`config.mk`:
```
export PLATFORM = sky130hd
export DESIGN_NAME = aer_event_encoder
export DESIGN_NICKNAME = d
export VERILOG_FILES = /design/src/rtl/aer_event_encoder.sv
export SDC_FILE = /design/constraint.sdc
export NUM_CORES = 1
export LEC_CHECK = 0
export CAP_MARGIN = 5
export CORE_ASPECT_RATIO = 1.4
export CORE_MARGIN = 3
export CORE_UTILIZATION = 35
export DETAILED_ROUTE_END_ITERATION = 6
export GPL_TIMING_DRIVEN = 0
export SYNTH_ARGS = -nofsm -noshare
export SYNTH_HDL_FRONTEND = slang
export SYNTH_SLANG_ARGS = --single-unit
```
`constraint.sdc`:
```
create_clock -name clk_i -period 8.99 [get_ports clk_i]
set_input_delay 2.697 -clock clk_i [delete_from_list [all_inputs] [get_ports clk_i]]
set_output_delay 2.697 -clock clk_i [all_outputs]
set_load 0.05 [all_outputs]
```
`src/rtl/aer_event_encoder.sv`:
```
// -----------------------------------------------------------------------------
// aer_event_encoder
//
// Purpose:
//   Turns the one-hot row/column grants from the pixel arbiter into binary
//   address-event words {timestamp, x, y}. The words are buffered in a
//   first-word-fall-through FIFO and offered on a valid/ready stream.
//
// Ports:
//   clk_i        rising-edge clock
//   reset_i      asynchronous, active-high reset
//   enable_i     runs the timestamp counter and event capture
//   x_gnt_i      one-hot row grant (ROWS bits)
//   y_gnt_i      one-hot column grant (COLS bits)
//   event_o      FIFO head word {ts, x, y}
//   valid_o      FIFO non-empty
//   ready_i      consumer takes event_o this cycle
//   count_o      FIFO occupancy
//   overflow_o   sticky: an event was dropped because the FIFO was full
//   proto_err_o  sticky: a grant vector was multi-hot
//   clear_i      clears both sticky flags (a same-cycle set wins)
// -----------------------------------------------------------------------------
module aer_event_encoder #(
    parameter int ROWS       = 8,
    parameter int COLS       = 8,
    parameter int TS_WIDTH   = 16,
    parameter int FIFO_DEPTH = 8
) (
    input  logic                                                   clk_i,
    input  logic                                                   reset_i,
    input  logic                                                   enable_i,
    input  logic [ROWS-1:0]                                        x_gnt_i,
    input  logic [COLS-1:0]                                        y_gnt_i,
    output logic [TS_WIDTH+$clog2(ROWS)+$clog2(COLS)-1:0]          event_o,
    output logic                                                   valid_o,
    input  logic                                                   ready_i,
    output logic [$clog2(FIFO_DEPTH+1)-1:0]                        count_o,
    output logic                                                   overflow_o,
    output logic                                                   proto_err_o,
    input  logic                                                   clear_i
);

    localparam int XW = $clog2(ROWS);
    localparam int YW = $clog2(COLS);
    localparam int EW = TS_WIDTH + XW + YW;
    localparam int CW = $clog2(FIFO_DEPTH + 1);
    localparam int PW = $clog2(FIFO_DEPTH);

    // State
    logic [TS_WIDTH-1:0]                ts_q, ts_d;
    logic                               prev_vld_q, prev_vld_d;
    logic [XW-1:0]                      prev_x_q, prev_x_d;
    logic [YW-1:0]                      prev_y_q, prev_y_d;
    logic [FIFO_DEPTH-1:0][EW-1:0]      mem_q, mem_d;
    logic [PW-1:0]                      wr_ptr_q, wr_ptr_d;
    logic [PW-1:0]                      rd_ptr_q, rd_ptr_d;
    logic [CW-1:0]                      count_q, count_d;
    logic                               overflow_q, overflow_d;
    logic                               proto_err_q, proto_err_d;

    // Grant decode
    logic          x_any, y_any, x_multi, y_multi, pair_vld;
    logic [XW-1:0] x_idx;
    logic [YW-1:0] y_idx;
    logic          new_pair, capture, full, empty, push, pop, drop;

    assign x_any   = |x_gnt_i;
    assign y_any   = |y_gnt_i;
    // v & (v-1) clears the lowest set bit; anything left means more than one bit.
    assign x_multi = |(x_gnt_i & (x_gnt_i - ROWS'(1)));
    assign y_multi = |(y_gnt_i & (y_gnt_i - COLS'(1)));
    assign pair_vld = x_any & ~x_multi & y_any & ~y_multi;

    // OR of bit positions is the index when the vector is one-hot; the
    // result is ignored whenever the vector is not.
    always_comb begin
        x_idx = '0;
        for (int i = 0; i < ROWS; i++)
            if (x_gnt_i[i]) x_idx = x_idx | XW'(i);
    end

    always_comb begin
        y_idx = '0;
        for (int j = 0; j < COLS; j++)
            if (y_gnt_i[j]) y_idx = y_idx | YW'(j);
    end

    // A held grant produces one event: only a fresh or changed pair captures.
    assign new_pair = ~prev_vld_q | (x_idx != prev_x_q) | (y_idx != prev_y_q);
    assign capture  = enable_i & pair_vld & new_pair;

    assign full  = (count_q == CW'(FIFO_DEPTH));
    assign empty = (count_q == '0);
    assign pop   = ~empty & ready_i;
    // A pop frees the slot for a same-cycle push even when full.
    assign push  = capture & (~full | pop);
    assign drop  = capture & full & ~pop;

    always_comb begin
        ts_d        = enable_i ? ts_q + TS_WIDTH'(1) : ts_q;
        prev_vld_d  = pair_vld;
        prev_x_d    = x_idx;
        prev_y_d    = y_idx;
        mem_d       = mem_q;
        wr_ptr_d    = wr_ptr_q;
        rd_ptr_d    = rd_ptr_q;
        count_d     = count_q;

        if (push) begin
            mem_d[wr_ptr_q] = {ts_q, x_idx, y_idx};
            wr_ptr_d        = wr_ptr_q + PW'(1);
        end
        if (pop)
            rd_ptr_d = rd_ptr_q + PW'(1);
        if (push && !pop)
            count_d = count_q + CW'(1);
        else if (pop && !push)
            count_d = count_q - CW'(1);

        // Clear first so a same-cycle set takes priority.
        overflow_d  = clear_i ? 1'b0 : overflow_q;
        proto_err_d = clear_i ? 1'b0 : proto_err_q;
        if (drop)
            overflow_d = 1'b1;
        if (enable_i && (x_multi || y_multi))
            proto_err_d = 1'b1;
    end

    always_ff @(posedge clk_i or posedge reset_i) begin
        if (reset_i) begin
            ts_q        <= '0;
            prev_vld_q  <= 1'b0;
            prev_x_q    <= '0;
            prev_y_q    <= '0;
            mem_q       <= '0;
            wr_ptr_q    <= '0;
            rd_ptr_q    <= '0;
            count_q     <= '0;
            overflow_q  <= 1'b0;
            proto_err_q <= 1'b0;
        end else begin
            ts_q        <= ts_d;
            prev_vld_q  <= prev_vld_d;
            prev_x_q    <= prev_x_d;
            prev_y_q    <= prev_y_d;
            mem_q       <= mem_d;
            wr_ptr_q    <= wr_ptr_d;
            rd_ptr_q    <= rd_ptr_d;
            count_q     <= count_d;
            overflow_q  <= overflow_d;
            proto_err_q <= proto_err_d;
        end
    end

    // Outputs come straight from state; the head word is a read of the
    // storage registers so it stays put until the head pointer moves.
    assign event_o     = mem_q[rd_ptr_q];
    assign valid_o     = ~empty;
    assign count_o     = count_q;
    assign overflow_o  = overflow_q;
    assign proto_err_o = proto_err_q;

endmodule
```
Word-level counts from Yosys, hierarchy flattened
Index checks and enable logic that the tools add are counted.
{"block": "word_totals", "regBits": 211, "latch_bits": 0, "mem_bits_rw": 0, "rom_bits": 0, "input_bits": 21, "out_inout_bits": 29, "elab_cells": 89, "n_memories": 0}
{"block": "op_classes", "add_sub_neg": 7, "multipliers": 0, "div_mod_pow": 0, "magnitude_cmp": 3, "eq_ne": 3, "shifts": 0, "muxes": 24, "n_bitwise": 20, "reduce_logical": 15}
{"op": "bitwise mux 176 bit", "n": 1}
{"op": "binary-select mux 22 bit (select 3 bit)", "n": 1}
{"op": "demux 22 bit (select 3 bit)", "n": 1}
{"op": "2-to-1 mux 22 bit", "n": 2}
{"op": "OR reduction 8 bit", "n": 4}
{"op": "2-to-1 mux 3 bit", "n": 8}
{"op": "adder 16 x 1 -> 16 bit, second input constant", "n": 1}
{"op": "AND 8 bit", "n": 2}
{"op": "subtractor 8 x 1 -> 8 bit, second input constant", "n": 2}
{"op": "AND 1 bit", "n": 9}
{"op": "< comparator 3 x 4 -> 1 bit, second input constant", "n": 2}
{"op": "2-to-1 mux 2 bit", "n": 4}
{"op": "2-to-1 mux 4 bit", "n": 2}
{"op": "adder 3 x 1 -> 3 bit, second input constant", "n": 2}
{"op": "!= test 3 bit", "n": 2}
{"op": "inverter 1 bit", "n": 6}
{"op": "nonzero test 2 bit", "n": 3}
{"op": "2-to-1 mux 1 bit", "n": 5}
{"op": "adder 4 x 1 -> 4 bit, second input constant", "n": 1}
{"op": "== test 4 bit, second input constant", "n": 1}
{"op": "logical AND 1 bit", "n": 4}
{"op": "logical NOT 4 bit", "n": 1}
{"op": "subtractor 4 x 1 -> 4 bit, second input constant", "n": 1}
{"op": "greater-or-equal comparator 3 x 1 -> 1 bit, second input constant", "n": 1}
{"op": "3 further kinds", "n": 6}

Depth between registers and ports, before layout
Gate-level depths: netlist (run 1).
{"block": "depth", "depth_word": 16, "mapped_depth": 14, "mapped_depth_nobuf": 13}

Worst setup path after synthesis (run 1)
No wires, ideal clock.
{"block": "synth_path", "kind": "input -> register", "startpoint": "in x_gnt_i[2]", "endpoint": "reg count_q[3], in the netlist count_o[3]", "setup_time_ns": 0.145, "arrival_ns": 5.353, "required_time_ns": 8.845, "setup_slack_ns": 3.492, "path_stages": 13, "n_path_buf": 0, "cell_sequence": "or4_4 a2111oi_0 nor3_1 nor4_1 and3_1 ha_1 inv_1 ha_1 a21o_1 a21oi_1 xnor2_1 nor2_1 xor2_1"}
{"block": "synth_between", "elab_chain_len": 14, "word_cells_on_any_way": 25, "classes_between": "add/sub (1); eq/ne (1); mux (7); bitwise (10); reduce/logical (6)"}
{"element": "start: declaration", "line_no": "32", "text": "input logic [ROWS-1:0] x_gnt_i,"}
{"element": "parallel branches: the longest is 9 deep, another holds subtractor 8 x 1 -> 8 bit"}
{"element": "AND 1 bit *", "line_no": "90", "text": "assign capture = enable_i & pair_vld & new_pair;"}
{"element": "AND 1 bit *", "line_no": "96", "text": "assign push = capture & (~full | pop);"}
{"element": "named net push", "line_no": "65", "text": "logic new_pair, capture, full, empty, push, pop, drop;"}
{"element": "logical NOT 1 bit", "line_no": "117", "text": "else if (pop && !push)"}
{"element": "logical AND 1 bit", "line_no": "117"}
{"element": "nonzero test 2 bit (no line)"}
{"element": "end signal: assignment", "line_no": "149", "text": "count_q <= count_d;"}
{"element": "end: declaration", "line_no": "57", "text": "logic [CW-1:0] count_q, count_d;"}
Mark *: on every way through the listed nets, which the timed path passes.
A chain may end at the register's enable or synchronous reset.

Final worst setup path (run 1)
{"block": "layout_path", "startpoint": "reg rd_ptr_q[0]", "endpoint": "out event_o[20]"}
{"block": "layout_between", "elab_chain_len": 2}
{"element": "start: declaration", "line_no": "56", "text": "logic [PW-1:0] rd_ptr_q, rd_ptr_d;"}
{"element": "start signal: assignment", "line_no": "148", "text": "rd_ptr_q <= rd_ptr_d;"}
{"element": "binary-select mux 22 bit (select 3 bit)", "line_no": "157", "text": "assign event_o = mem_q[rd_ptr_q];"}
{"element": "2-to-1 mux 22 bit (not written as such)", "line_no": "157"}
{"element": "end: declaration", "line_no": "34", "text": "output logic [TS_WIDTH+$clog2(ROWS)+$clog2(COLS)-1:0] event_o,"}
Every way passes these cells. The select of a mux whose other input is x is not followed.

==> results of run 1 <==
flip-flops by register name, summed over array words and instances, names as in the netlist:
signal,flops
mem_q,176
rd_ptr_q,3
count_o,4
prev_vld_q,1
prev_y_q,3
proto_err_o,1
prev_x_q,3
overflow_o,1
wr_ptr_q,3
ts_q,16
power groups by stage:
stage	Clock (mW)	Combinational, mW	Sequential [mW]
finish	0.946	0.510	1.02
global route	1.01	0.559	1.02
CTS	0.973	0.528	1.02
detailed placement	0	0.526	1.04
global placement	0	0.518	1.04
floorplan	0	0.326	1.06
path summary, 6_finish.rpt:
path,start,to
setup / recovery,rd_ptr_q[0],event_o[20]
hold / removal,mem_q[50],mem_q[50]
setup reg to reg,count_o[0],count_o[3]
hold reg to reg,mem_q[50],mem_q[50]
max in group asynchronous,reset_i,prev_x_q[0]
min in group asynchronous,reset_i,mem_q[34]
Yosys cell counts, types with 2 or more instances:
| library cell | count |
|---|---|
| inv_1 | 6 |
| mux2_1 | 14 |
| dfrtp_1 | 211 |
| a211oi_1 | 2 |
| mux4_2 | 44 |
| nand2b_1 | 3 |
| clkbuf_1 | 24 |
| nand4_1 | 9 |
| nor3_1 | 5 |
| mux2_2 | 62 |
| a2111oi_0 | 2 |
| nand2_1 | 13 |
| nor4b_1 | 2 |
| o22ai_1 | 2 |
| and3_1 | 2 |
| nor4_1 | 4 |
| and2_1 | 2 |
| buf_6 | 15 |
| o21ai_0 | 2 |
| buf_1 | 8 |
| buf_2 | 8 |
| xor2_1 | 9 |
| xnor2_1 | 20 |
| nor3b_1 | 2 |
| mux2_4 | 126 |
| nand4_4 | 8 |
| nor2_1 | 11 |
| or4_1 | 9 |
| nand3_1 | 5 |
| ha_1 | 6 |
cells by family (layout without fill, tap and decap cells):
family	after synthesis	count (layout)
AO/OA/AOI/OAI	15	15
XOR/XNOR	29	29
adder cells (fa/ha/maj)	7	7
buffers and inverters	62	154
flip-flops	211	211
multiplexers	246	246
AND/OR/NAND/NOR	80	80
area by class of cell:
class / count / area, um2
inverters: 6 / 30.0
fillers: 2720 / 17100
flip-flops and latches: 211 / 5280
well taps: 380 / 475
clock inverters: 5 / 60.1
clock buffers: 37 / 698
repair buffers: 50 / 518
multi-input cells: 377 / 4780
plain buffers: 56 / 337
routing by layer:
| metal | up-vias | global-route usage |
|---|---|---|
| met5 | - | 0 |
| met4 | 0 | 0.0332 |
| met3 | 26 | 0.0199 |
| met2 | 57 | 0.254 |
| met1 | 2942 | 0.182 |
| li1 | 2545 | - |
per-stage QoR:
stage	setup WS (ps)	setup TNS, ps	hold slack (ps)	instances
final	2360	0	485	1122
after global routing	2120	0	502	1122
after CTS	2220	0	490	1122
after detailed placement	2710	0	475	1080
after floorplan	527	0	459	650
after global placement	-2530	-528010	469	1079
==> results.toml, run 1 <==
[finish]
drive_gt1_frac = 0.411
layout_common_cells = "dfrtp_1 (211), mux2_4 (126), mux2_2 (62), clkdlybuf4s50_1 (49), mux4_2 (44)"
layout_commonest_cell = "dfrtp_1"
diodes = 0
fin_util = 0.416
nets = 753
synthToLayoutAreaGrowth_pct = 16.9
fin_area_mm2 = 0.0122

[synthesis]
yosysTopAreaCellShare = 0.507
synthMuxAreaShare = 0.359
netlist_area_mm2 = 0.0104
synth-xor-area-share = 0.0244
async_flop_share = 1.00
synth-compound-area-share = 0.0110
synth-adder-area-share = 0.00912
synth-edff-count = 0
synth_area_leader_cell = "dfrtp_1"
avgSynthCellArea_um2 = 16.0
synth_nets = 678
ys_ff_latch = 211
ys.flop_type = "dfrtp_1"
netlist_instances = 650
synth-simple-area-share = 0.0558
yosysWarnings = 0
synth_top_family_by_area = "multiplexers"
ys_types = 44
yosys-top-cells-area = "dfrtp_1 (51%), mux2_4 (18%), mux4_2 (9.5%), mux2_2 (6.7%), xnor2_1 (1.7%)"
ys_seq_area_frac = 0.507

[setup_path]
cpPeakStageDelay_ps = 910
r2r_setup_slack_ps = 5970
crit_chain = "clkbuf_1 -> buf_1 -> mux4_2 -> mux2_2 -> clkdlybuf4s50_1"
crit_type = "flip-flop to output pin"
end_kind = "output pin"
rr_worst_depth = 12
arrival_ps = 3940
path_buf_inv = 3
cp_max_fo = 10
critPathSlowestCell = "buf_1"
startpoint_type = "flip-flop"
critPathRequiredTime_ps = 6290
cp.depth = 5
cp_top_family = "buffers and inverters"

[global_route]
grt_pass1_vias = 6189
gr-total-overflow = 0
antenna_found_initial = 0
grt_max_degree = 127
grt_pass1_wl_um = 36400
grt_use_total = 0.142

[placed_design]
io_buffers = 49
place_hpwl_um = 14100
placed_cell_area_mm2 = 0.0114
gp_congestion = 0.736

[die]
die_h_um = 210
core_mm2 = 0.0293
boundaryPins = 50
rows = 74
die_w_um = 152
fp.dieArea_mm2 = 0.0319
initial_utilization = 0.356

[clocking]
numCtsBuffers = 23
clk_path_buf_depth = 3
clk_latency_ps = 510
cts_setup_buffers = 0
cts_root_buf = "clkbuf_16"
cts_tree = "done"
htreeDepth = 1
cts.sinks = 211
clk_pin_slew_worst_paths_ps = 60
ctsHoldBuffers = 0
cts_resized = 0

[power_and_ir_drop]
p_int_mw = 1.74
p_per_area_mw_per_mm2 = 203
p_clk_frac = 0.382
p_switching_uw = 739
power_frac_comb = 0.206
swShare = 0.299
power_leakage_nw = 5.85
power.total_mw = 2.47
p_seq_frac = 0.412
max-vdd-ir-drop_mv = 0.101

[drt]
drc = 0
drt.antenna.violating_nets = 0
route.detailed.wl_per_inst_um = 19.8
routed.top_layer = "met4"
routed_wl_um = 22200
drt_iter0_drc = 245
wl_met2_um = 11700
dr_total_vias = 5570
wl_met1_um = 9530
wl_met3_um = 565
viasPerCell = 4.96
first_pass_iters = 6

[sta]
relSlewSlack = 0.239
worst_slew_pin_slew_ps = 1140
min_period_ps = 6630
setup_viol = 0
grt_setup_unrepaired = "no"
finalHoldViolCount = 0
max_freq_mhz = 151
final_max_slew_viol_count = 0
finalCritPeriodShare = 0.738
finClkSkew_ps = 15.9

[flow_run]
drv_cap = 0

[min_path]
whs_path_depth = 1
hp-class = "flip-flop to flip-flop"

[run_status]
status = "finished clean"
Note: power is estimated with default switching activity, not from simulation.
==> run 2: changes to the inputs <==
==> constraint.sdc (replaced) <==
create_clock -name clk_i -period 5.5 [get_ports clk_i]
set_input_delay 1.65 -clock clk_i [delete_from_list [all_inputs] [get_ports clk_i]]
set_output_delay 1.65 -clock clk_i [all_outputs]
set_load 0.05 [all_outputs]
==> run 2 against run 1 <==
Effect of this change:
- count of clock-buffer cells in the layout is 6 lower
- sequential power rose by 64%
- routed wire length barely moved
- via count grew 0.77%
- critical path depth unchanged
- final cell count up 0.45%
- global-route usage about the same
- clock power increased by 84%
- setup slack worse by 2200 ps
- critical path type unchanged
- die area did not move
- first-iteration DRC count fell by 5.7%
==> results.toml, run 2 (synthesized netlist as in run 1, its figures left out) <==
[run_status]
status = "finished clean"

[finish]
synthToLayoutAreaGrowth_pct = 18.8
nets = 758
layout_commonest_cell = "dfrtp_1"
layout_common_cells = "dfrtp_1 (211), mux2_4 (126), mux2_2 (62), clkdlybuf4s50_1 (49), mux4_2 (44)"
largest-register = "mem_q"
drive_gt1_frac = 0.426
diodes = 0
largest_reg_flops = 176

[drt]
viasPerCell = 4.98
drc = 0
route.detailed.wl_per_inst_um = 19.7
dr_total_vias = 5613
drt_iter0_drc = 231
drt.antenna.violating_nets = 0
routed_wl_um = 22200
first_pass_iters = 4

[clocking]
cts_root_buf = "clkbuf_16"
cts_resized = 7
htreeDepth = 1
numCtsBuffers = 24
cts_setup_buffers = 0
cts_tree = "done"
clk_path_buf_depth = 3
ctsHoldBuffers = 0
cts.sinks = 211
clk_latency_ps = 510
clk_pin_slew_worst_paths_ps = 60

[die]
die_h_um = 210
rows = 74
core_mm2 = 0.0293
fp.dieArea_mm2 = 0.0319
boundaryPins = 50
die_w_um = 152
initial_utilization = 0.356

[power_and_ir_drop]
power_leakage_nw = 5.95
max-vdd-ir-drop_mv = 0.202
p_int_mw = 3.03
p_clk_frac = 0.409
p_seq_frac = 0.392
p_per_area_mw_per_mm2 = 343
power_frac_comb = 0.199
power.total_mw = 4.25
swShare = 0.286
p_switching_mw = 1.22

[global_route]
grt_pass1_vias = 6304
gr-total-overflow = 0
grt_max_degree = 40
grt_pass1_wl_um = 36300
grt_use_total = 0.141
antenna_found_initial = 0

[placed_design]
gp_congestion = 0.722
io_buffers = 49
place_hpwl_um = 14600

[sta]
finalHoldViolCount = 0
relSlewSlack = 0.405
whs_ps = 484
worst_slew_pin_slew_ps = 893
setup_viol = 0
finalCritPeriodShare = 0.963
max_freq_mhz = 189
finClkSkew_ps = 11.7
setup_tns_ps = 0
grt_setup_unrepaired = "no"
min_period_ps = 5300
final_max_slew_viol_count = 0

[setup_path]
critPathRequiredTime_ps = 3850
cp_max_fo = 10
end_kind = "output pin"
crit_type = "flip-flop to output pin"
startpoint_type = "flip-flop"
arrival_ps = 3650

[flow_run]
drv_cap = 0

[min_path]
hp-class = "flip-flop to flip-flop"
-- run 2: stage by stage --
stage	utilization	setup slack (ps)	cells	cell area, um2
after floorplan	-	1050	650	10400
after global placement	0.389	-691	1079	11400
after detailed placement	0.393	280	1084	11500
after CTS	0.423	96.3	1127	12400
after global routing	0.423	1.96	1127	12400
final	0.423	202	1127	12400
-- run 2: worst paths after layout --
path	cells past startpoint	startpoint	slack, ps	to
setup / recovery	5	rd_ptr_q[0]	200	event_o[12]
hold / removal	1	mem_q[132]	480	mem_q[132]
setup reg to reg	12	count_o[0]	2500	count_o[3]
hold reg to reg	1	mem_q[132]	480	mem_q[132]
max in group asynchronous	5	reset_i	2640	mem_q[3]
min in group asynchronous	2	reset_i	1640	mem_q[34]
-- run 2: layer usage --
layer  vias to the layer above  part of all wire  track usage
met4                         0             0.021       0.0372
li1                       2543                 -            -
met1                      2966              0.43        0.184
met3                        37             0.027       0.0201
met2                        67              0.52        0.250
met5                         -                 0            0
-- run 2: worst max-delay path, stage by stage, from the launching register on --
cell and delay, ps:
dfrtp_1 350, clkbuf_1 560, clkdlybuf4s15_2 640, mux4_2 580, mux2_2 290, clkdlybuf4s50_1 700
-- run 2: area by class of cell --
type	instances	area, um2
multi-input cells	377	4780
flip-flops and latches	211	5280
fillers	2713	16900
clock buffers	31	678
well taps	380	475
repair buffers	54	591
inverters	6	26.3
plain buffers	56	360
clock inverters	12	188
-- run 2: power by group through the flow --
stage | combinational (mW) | sequential, mW | clock, mW
after global placement | 0.844 | 1.69 | 0
after global routing | 0.924 | 1.67 | 1.84
after CTS | 0.877 | 1.67 | 1.78
after floorplan | 0.533 | 1.73 | 0
final | 0.847 | 1.67 | 1.74
after detailed placement | 0.864 | 1.69 | 0
